## config.mk

```make
export PLATFORM = sky130hd
export DESIGN_NAME = alu_op_sequencer
export DESIGN_NICKNAME = d
export VERILOG_FILES = /design/src/rtl/alu_op_sequencer_pkg.sv /design/src/rtl/alu_op_decode.sv /design/src/rtl/alu_op_sequencer.sv
export SDC_FILE = /design/constraint.sdc
export NUM_CORES = 1
export LEC_CHECK = 0
export CORE_AREA = 2 2 54 56
export CTS_BUF_LIST = sky130_fd_sc_hd__clkbuf_4 sky130_fd_sc_hd__clkbuf_8
export DETAILED_ROUTE_END_ITERATION = 8
export DIE_AREA = 0 0 56 58
export GPL_TIMING_DRIVEN = 0
export PLACE_DENSITY = 0.88
export SYNTH_ARGS = -nofsm -noshare
export SYNTH_HDL_FRONTEND = slang
export SYNTH_HIERARCHICAL = 1
export SYNTH_SLANG_ARGS = --single-unit
```

## constraint.sdc

```tcl
create_clock -name clk -period 3.38 [get_ports clk]
set_clock_uncertainty 0.1 [all_clocks]
set_input_delay 1.014 -clock clk [delete_from_list [all_inputs] [get_ports clk]]
set_output_delay 1.014 -clock clk [all_outputs]
set_load 0.05 [all_outputs]
```

## src/rtl/alu_op_sequencer_pkg.sv

```systemverilog
// alu_op_sequencer_pkg: opcodes, FSM states and instruction field positions
package alu_op_sequencer_pkg;
  localparam logic [2:0] OP_SUM = 3'd0;
  localparam logic [2:0] OP_SUB = 3'd1;
  localparam logic [2:0] OP_MUL = 3'd2;
  localparam logic [2:0] OP_DIV = 3'd3;
  localparam logic [2:0] OP_SHL = 3'd4;
  localparam logic [2:0] OP_SHR = 3'd5;
  localparam int OP_MSB = 7;
  localparam int OP_LSB = 5;
  localparam int SRC_BIT = 4;
  typedef enum logic [1:0] {IDLE, EXEC, WB} state_t;
endpackage

```

## src/rtl/alu_op_decode.sv

```systemverilog
// alu_op_decode: opcode to active-low one-hot strobe vector plus illegal flag
module alu_op_decode
  import alu_op_sequencer_pkg::*;
(
  input  logic [2:0] op,
  output logic [5:0] strobe_n,
  output logic       illegal
);
  // bit k of strobe_n drives the strobe for opcode k
  always_comb begin
    illegal = op > OP_SHR;
    strobe_n = illegal ? 6'h3f : ~(6'b1 << op);
  end
endmodule

```

## src/rtl/alu_op_sequencer.sv

```systemverilog
// alu_op_sequencer: three-state ALU op sequencer; ALU_SEQ_FLAGS_EN adds Zf/Dzf flags
module alu_op_sequencer
  import alu_op_sequencer_pkg::*;
(
  input  logic       clk,
  input  logic       rst,
  input  logic       Instr_valid,
  input  logic [7:0] Instr,
  input  logic [7:0] Operand,
  output logic       Instr_ready,
  output logic       ISUMn,
  output logic       ISUBn,
  output logic       IMULn,
  output logic       IDIVn,
  output logic       ISHLn,
  output logic       ISHRn,
  output logic       An,
  output logic       Bn,
  output logic [7:0] Din,
  input  logic [7:0] Alu_Dout,
  output logic [7:0] Result,
  output logic       Done,
  output logic       Err
`ifdef ALU_SEQ_FLAGS_EN
  ,
  output logic       Zf,
  output logic       Dzf
`endif
);
  state_t state;
  logic [5:0] strobe_n;
  logic [5:0] dec_strobe_n;
  logic dec_illegal;
  logic illegal_q;
  logic accept;
  logic unused_rsvd;
  alu_op_decode u_decode (
    .op(Instr[OP_MSB:OP_LSB]),
    .strobe_n(dec_strobe_n),
    .illegal(dec_illegal)
  );
  assign unused_rsvd = ^Instr[SRC_BIT-1:0];
  assign {ISHRn, ISHLn, IDIVn, IMULn, ISUBn, ISUMn} = strobe_n;
  assign Instr_ready = state == IDLE && !rst;
  assign accept = Instr_valid && Instr_ready;
  // sequencing: strobes and source selects are loaded on accept so they are registered for EXEC
  always_ff @(posedge clk) begin
    if (rst) begin
      state <= IDLE;
      strobe_n <= '1;
      An <= 1'b1;
      Bn <= 1'b1;
      Din <= '0;
      Result <= '0;
      Done <= 1'b0;
      Err <= 1'b0;
      illegal_q <= 1'b0;
    end else begin
      state <= state == IDLE ? (accept ? EXEC : IDLE) : state == EXEC ? WB : IDLE;
      Done <= state == EXEC;
      Err <= state == EXEC && illegal_q;
      strobe_n <= accept ? dec_strobe_n : '1;
      An <= accept ? Instr[SRC_BIT] : 1'b1;
      Bn <= accept ? !Instr[SRC_BIT] : 1'b1;
      if (accept) begin
        Din <= Operand;
        illegal_q <= dec_illegal;
      end
      if (state == EXEC && !illegal_q) Result <= Alu_Dout;
    end
  end
`ifdef ALU_SEQ_FLAGS_EN
  logic div_q;
  // flags follow the same write-back as Result and hold across illegal opcodes
  always_ff @(posedge clk) begin
    if (rst) begin
      div_q <= 1'b0;
      Zf <= 1'b0;
      Dzf <= 1'b0;
    end else begin
      if (accept) div_q <= Instr[OP_MSB:OP_LSB] == OP_DIV;
      if (state == EXEC && !illegal_q) begin
        Zf <= Alu_Dout == 8'h00;
        Dzf <= div_q && Din == 8'h00;
      end
    end
  end
`endif
endmodule
```

==> results of run 1 <==
[cells by family (layout without fill, tap and decap cells)]
logic type	count (synthesis)	in the layout
AND/OR/NAND/NOR	56	56
buffers and inverters	6	61
multiplexers	17	17
flip-flops	29	29
[metal layers]
layer / GRT usage, % / part of all wire, %
met5: 0 / 0
met4: 4.76 / 0.55
met3: 6.92 / 6.8
met2: 30.3 / 52
met1: 18.6 / 41
[through the flow]
| stage | hold WS [ps] | util [%] |
|---|---|---|
| after global placement | 358 | 63.7 |
| after floorplan | 355 | - |
| final | 378 | 65.9 |
| after detailed placement | 370 | 63.7 |
| after CTS | 382 | 65.8 |
| after global routing | 412 | 65.9 |
[registers in the layout, summed over array words and instances, names as in the netlist, 2 cells and up]
name	cells
Din	8
Result	8
state	2
strobe_n	6
[synth_stat cells (all sizes together)]
cell	number
nand3b	2
nor3b	4
buf	3
nor3	1
nand2b	41
or3b	3
and2	2
nand2	1
mux2i	17
dfxtp	29
clkbuf	3
or3	1
nor4b	1
[worst max-delay path: stages]
cell and delay (ps):
clkdlybuf4s50_1 450, clkbuf_4 240, nor3_2 120, clkdlybuf4s18_2 380
[power by group through the flow]
| stage | logic (uW) | clock network, uW | registers [uW] |
|---|---|---|---|
| 2_1_floorplan | 48.7 | 0 | 423 |
| 3_3_place_gp | 160 | 0 | 374 |
| 3_5_place_dp | 164 | 0 | 375 |
| 4_1_cts | 164 | 219 | 367 |
| 5_1_grt | 172 | 237 | 369 |
| 6_report | 163 | 211 | 367 |
[timing repair]
action	CTS	global route
cloned	0	0
hold buffers	0	0
resized for setup	3	2
setup endpoints to repair	1	1
endpoints found under the hold margin	0	0
[how the worst min path moves through the flow]
stage,end,from,cells past startpoint
after detailed placement,Result[5],Result[5],2
after global placement,Din[5],Din[5],2
after floorplan,Err,illegal_q,1
final,Result[0],Result[0],2
after global routing,Din[6],Din[6],2
after CTS,Din[1],Din[1],2
[placed cells by master (no fill, tap or decap), types with 2 or more instances in the layout]
cell type | netlist | final
clkbuf_1 | 3 | 2
dfxtp_1 | 29 | 29
clkbuf_4 | 0 | 7
nor3b_1 | 4 | 4
clkdlybuf4s50_1 | 0 | 48
mux2i_1 | 17 | 17
nand2b_1 | 41 | 41
nand3b_1 | 2 | 2
buf_4 | 2 | 2
or3b_1 | 3 | 3
[cell type report]
type                    instances  area (um^2)  area share [%]
repair buffers                 49          490            28.0
plain buffers                   5         30.0            1.71
multi-input cells              73          556            31.7
flip-flops and latches         29          581            33.1
clock buffers                   7         58.8            3.35
well taps                      31         38.8            2.21
==> flow_summary.json, run 1 <==
{
  "wl_per_cell_um": 13.0,
  "period_needed_ps": 3320,
  "p_leak_uw": 0.000656,
  "tightest_slew_ps": 515,
  "end_kind": "output port",
  "seqPwrFrac_pct": 49.5,
  "synth.area.mux_share_pct": 14.6,
  "r2r-start": "state[0]",
  "drtIter0Drc": 14,
  "dp_slack_ps": -578,
  "grtUsageTotal_pct": 16.9,
  "cts-root-buf": "clkbuf_4",
  "dpl.cell_count": 188,
  "synth-xor-area-share_pct": 0,
  "finalPower_uw": 741,
  "syn_area_mm2": 0.00116,
  "antenna_found_initial": 0,
  "rows": 19,
  "syn_inst": 108,
  "ir_worst_vdd_v": 0.000338,
  "syn_nets": 135,
  "diodes": 0,
  "max_clock_freq_mhz": 301,
  "swShare_pct": 27.4,
  "die_area_mm2": 0.00325,
  "outcome": "complete, no violations",
  "rrSetupSlack_ps": 2020,
  "yosysWarningCount": 6,
  "p_switching_uw": 203,
  "grt_max_degree": 20,
  "grt_overflow": 0,
  "drt_pass1_iterations": 4,
  "synth_top_cell_by_area": "dfxtp_1",
  "drtAntennaViolNets": 0,
  "dp_hpwl_um": 1950,
  "min_path_type": "flip-flop to flip-flop",
  "nFillCells": 228,
  "slew_viol_final": 0,
  "pwr-share-clk_pct": 28.5,
  "combPwrFrac_pct": 22.0,
  "yosysSeqAreaShare_pct": 49.9,
  "cp-endpoint": "Instr_ready",
  "required_ps": 2270,
  "clkTransAtPathRegs_ps": 70,
  "cts_sinks": 29,
  "fin_ws_ps": 60.5,
  "setup_viol": 0,
  "reg2regPathDepth": 3,
  "cts_tree": "done",
  "finalNetCount": 190,
  "start_kind": "input port",
  "yosysTopAreaCellShare_pct": 49.9,
  "design_area_mm2": 0.00175,
  "maxCapViolCount": 0,
  "worstReg2RegEnd": "Result[3]",
  "synth_area_leaders": "dfxtp_1 50%, nand2b_1 22%, mux2i_1 15%, nor3b_1 2.6%, or3b_1 2.3%",
  "cts_buffer_depth": 2,
  "numCtsBuffers": 5,
  "core_area_mm2": 0.00266,
  "wl_um": 2530,
  "htreeDepth": 2,
  "vias": 908,
  "crit_arrival_ps": 2210,
  "synth_top_family_by_area": "simple AND/OR/NAND/NOR gates",
  "cts_setup_buffers": 0,
  "drive_above_1_share_pct": 8.59,
  "hold_violations": 0,
  "area_delta_synth_final_pct": 50.9,
  "die-width_um": 56,
  "synth_compound_area_share_pct": 0,
  "die_y_um": 58,
  "grt_pass1_wl_um": 4240,
  "dpl_cell_area_mm2": 0.00170,
  "io_pins": 54,
  "synth_fa_ha_area_share_pct": 0,
  "synth_simple_gate_area_share_pct": 32.7,
  "synth_cell_type_count": 15,
  "finalCritPeriodShare_pct": 98.2,
  "fin_cells": 194,
  "synth-seq-cells": 29,
  "p_int_uw": 538,
  "powerDensity_mw_per_mm2": 423,
  "slew_headroom_pct": 65.6,
  "start_util_pct": 43.7,
  "setup.worst_path.start": "rst",
  "place.gp.congestion": 0.746,
  "setup_tns_ps": 0,
  "syn_avg_cell_area_um2": 10.8,
  "io_buffers": 49,
  "drc": 0,
  "path_max_fanout": 19,
  "insertion_delay_ps": 310,
  "rsz0062_at_grt": "false",
  "crit_type": "input port to output port",
  "grt_pass1_vias": 987,
  "viasPerCell": 4.68
}
(Power assumes the default switching activity.)
==> inputs of run 2 (changes only) <==
CORE_AREA = 2 2 55 57   (was 2 2 54 56)
CTS_BUF_LIST = default   (was sky130_fd_sc_hd__clkbuf_4 sky130_fd_sc_hd__clkbuf_8)
DIE_AREA = 0 0 57 59   (was 0 0 56 58)
PLACE_DENSITY = 0.85   (was 0.88)
==> flow_summary.json, run 2 (synthesis results as in run 1) <==
{
  "antenna_found_initial": 0,
  "dpl_cell_area_mm2": 0.00170,
  "required_ps": 2270,
  "start_kind": "input port",
  "core_area_mm2": 0.00271,
  "finalCritPeriodShare_pct": 95.1,
  "dp_hpwl_um": 1980,
  "grt_pass1_wl_um": 4490,
  "rsz0062_at_grt": "false",
  "rows": 19,
  "area_delta_synth_final_pct": 50.2,
  "io_pins": 54,
  "die_area_mm2": 0.00336,
  "final_common_cell": "clkdlybuf4s50_1",
  "diodes": 0,
  "htreeDepth": 2,
  "slew_headroom_pct": 65.7,
  "drc": 0,
  "met2_length_um": 1320,
  "max_clock_freq_mhz": 311,
  "insertion_delay_ps": 320,
  "end_kind": "output port",
  "cts_buffer_depth": 2,
  "grt_overflow": 0,
  "place.gp.congestion": 0.721,
  "cts_tree": "done",
  "fin_ws_ps": 165,
  "p_leak_uw": 0.000652,
  "crit_type": "input port to output port",
  "slew_viol_final": 0,
  "top_regs": "Din (8), Result (8), strobe_n (6)",
  "outcome": "complete, no violations",
  "drtAntennaViolNets": 0,
  "worst_path_max_delay_cell": "clkdlybuf4s50_1",
  "path_max_fanout": 19,
  "crit_arrival_ps": 2100,
  "r2r-start": "state[0]",
  "drtIter0Drc": 12,
  "tightest_slew_ps": 513,
  "min_path_type": "flip-flop to flip-flop",
  "start_util_pct": 42.9,
  "wl_um": 2570,
  "top_layer": "met4",
  "viasPerCell": 4.77,
  "powerDensity_mw_per_mm2": 422,
  "wl_met1_um": 1000,
  "drt_pass1_iterations": 4,
  "final_cell_mix": "48 x clkdlybuf4s50_1, 41 x nand2b_1, 29 x dfxtp_1",
  "vias": 926,
  "finalNetCount": 190,
  "min_from": "Din[4]",
  "cts_setup_buffers": 0,
  "cts_resized": 4,
  "cp_slowest_stage_delay_ps": 460,
  "die_y_um": 59,
  "grtUsageTotal_pct": 17.9,
  "hold_violations": 0,
  "ir_worst_vdd_v": 0.000357,
  "period_needed_ps": 3220,
  "dp_slack_ps": -671,
  "wl_per_cell_um": 13.3,
  "numCtsBuffers": 5,
  "grt_max_degree": 20,
  "clkTransAtPathRegs_ps": 90,
  "setup.worst_path.start": "rst",
  "die-width_um": 57,
  "worstPathCellList": "clkdlybuf4s50_1 > buf_4 > nor3_2 > buf_2",
  "holdBufCountCts": 0,
  "route.met3.wl_um": 209,
  "cts_sinks": 29,
  "maxCapViolCount": 0,
  "design_area_mm2": 0.00175,
  "io_buffers": 49,
  "setup_viol": 0,
  "drive_above_1_share_pct": 7.98,
  "cts-root-buf": "clkbuf_4",
  "grt_pass1_vias": 1024
}
run 2: cell types whose count changed in the layout (fill, tap and decap cells not counted), sizes merged:
cell,change
clkbuf,-1
clkdlybuf4s18,-1
buf,+2
run 2: worst max-delay path, delay by kind of cell:
kind                   cells  cell delay, ps
and+or+nand+nor            1             110
buffers and inverters      3             970
run 2: final cells by class:
class | instances | area (um^2)
multi-input cells | 73 | 556
well taps | 31 | 38.8
repair buffers | 49 | 485
plain buffers | 5 | 30.0
flip-flops and latches | 29 | 581
clock buffers | 7 | 55.1
fillers | 235 | 965
run 2: layer usage:
layer  GRT usage (%)  vias up
met3            7.86        5
met2            32.2       30
met5               0        -
met1            18.0      430
met4            7.97        0
li1                -      461
run 2: report_power, final:
group          internal, uW  leakage [uW]  switching [uW]  total, uW
sequential              357      0.000237            8.96        366
clock                  98.0     0.0000314             109        207
combinational          74.0      0.000384            88.8        163
run 2: path summary, 6_finish.rpt:
| path | end | cells after the start | slack (ps) |
|---|---|---|---|
| min | Din[4] | 2 | 380 |
| max reg2reg | Result[4] | 3 | 2080 |
| min reg2reg | Din[4] | 2 | 380 |
| max | Instr_ready | 4 | 160 |
run 2: per-stage QoR:
step	cells	setup TNS (ps)	utilization [%]	hold WS, ps	power, uW
2_1_floorplan	108	0	-	355	472
3_3_place_gp	188	-597	62.6	358	535
3_5_place_dp	188	-671	62.6	365	540
4_1_cts	194	0	64.6	383	747
5_1_grt	194	0	64.4	409	774
6_report	194	0	64.4	378	736
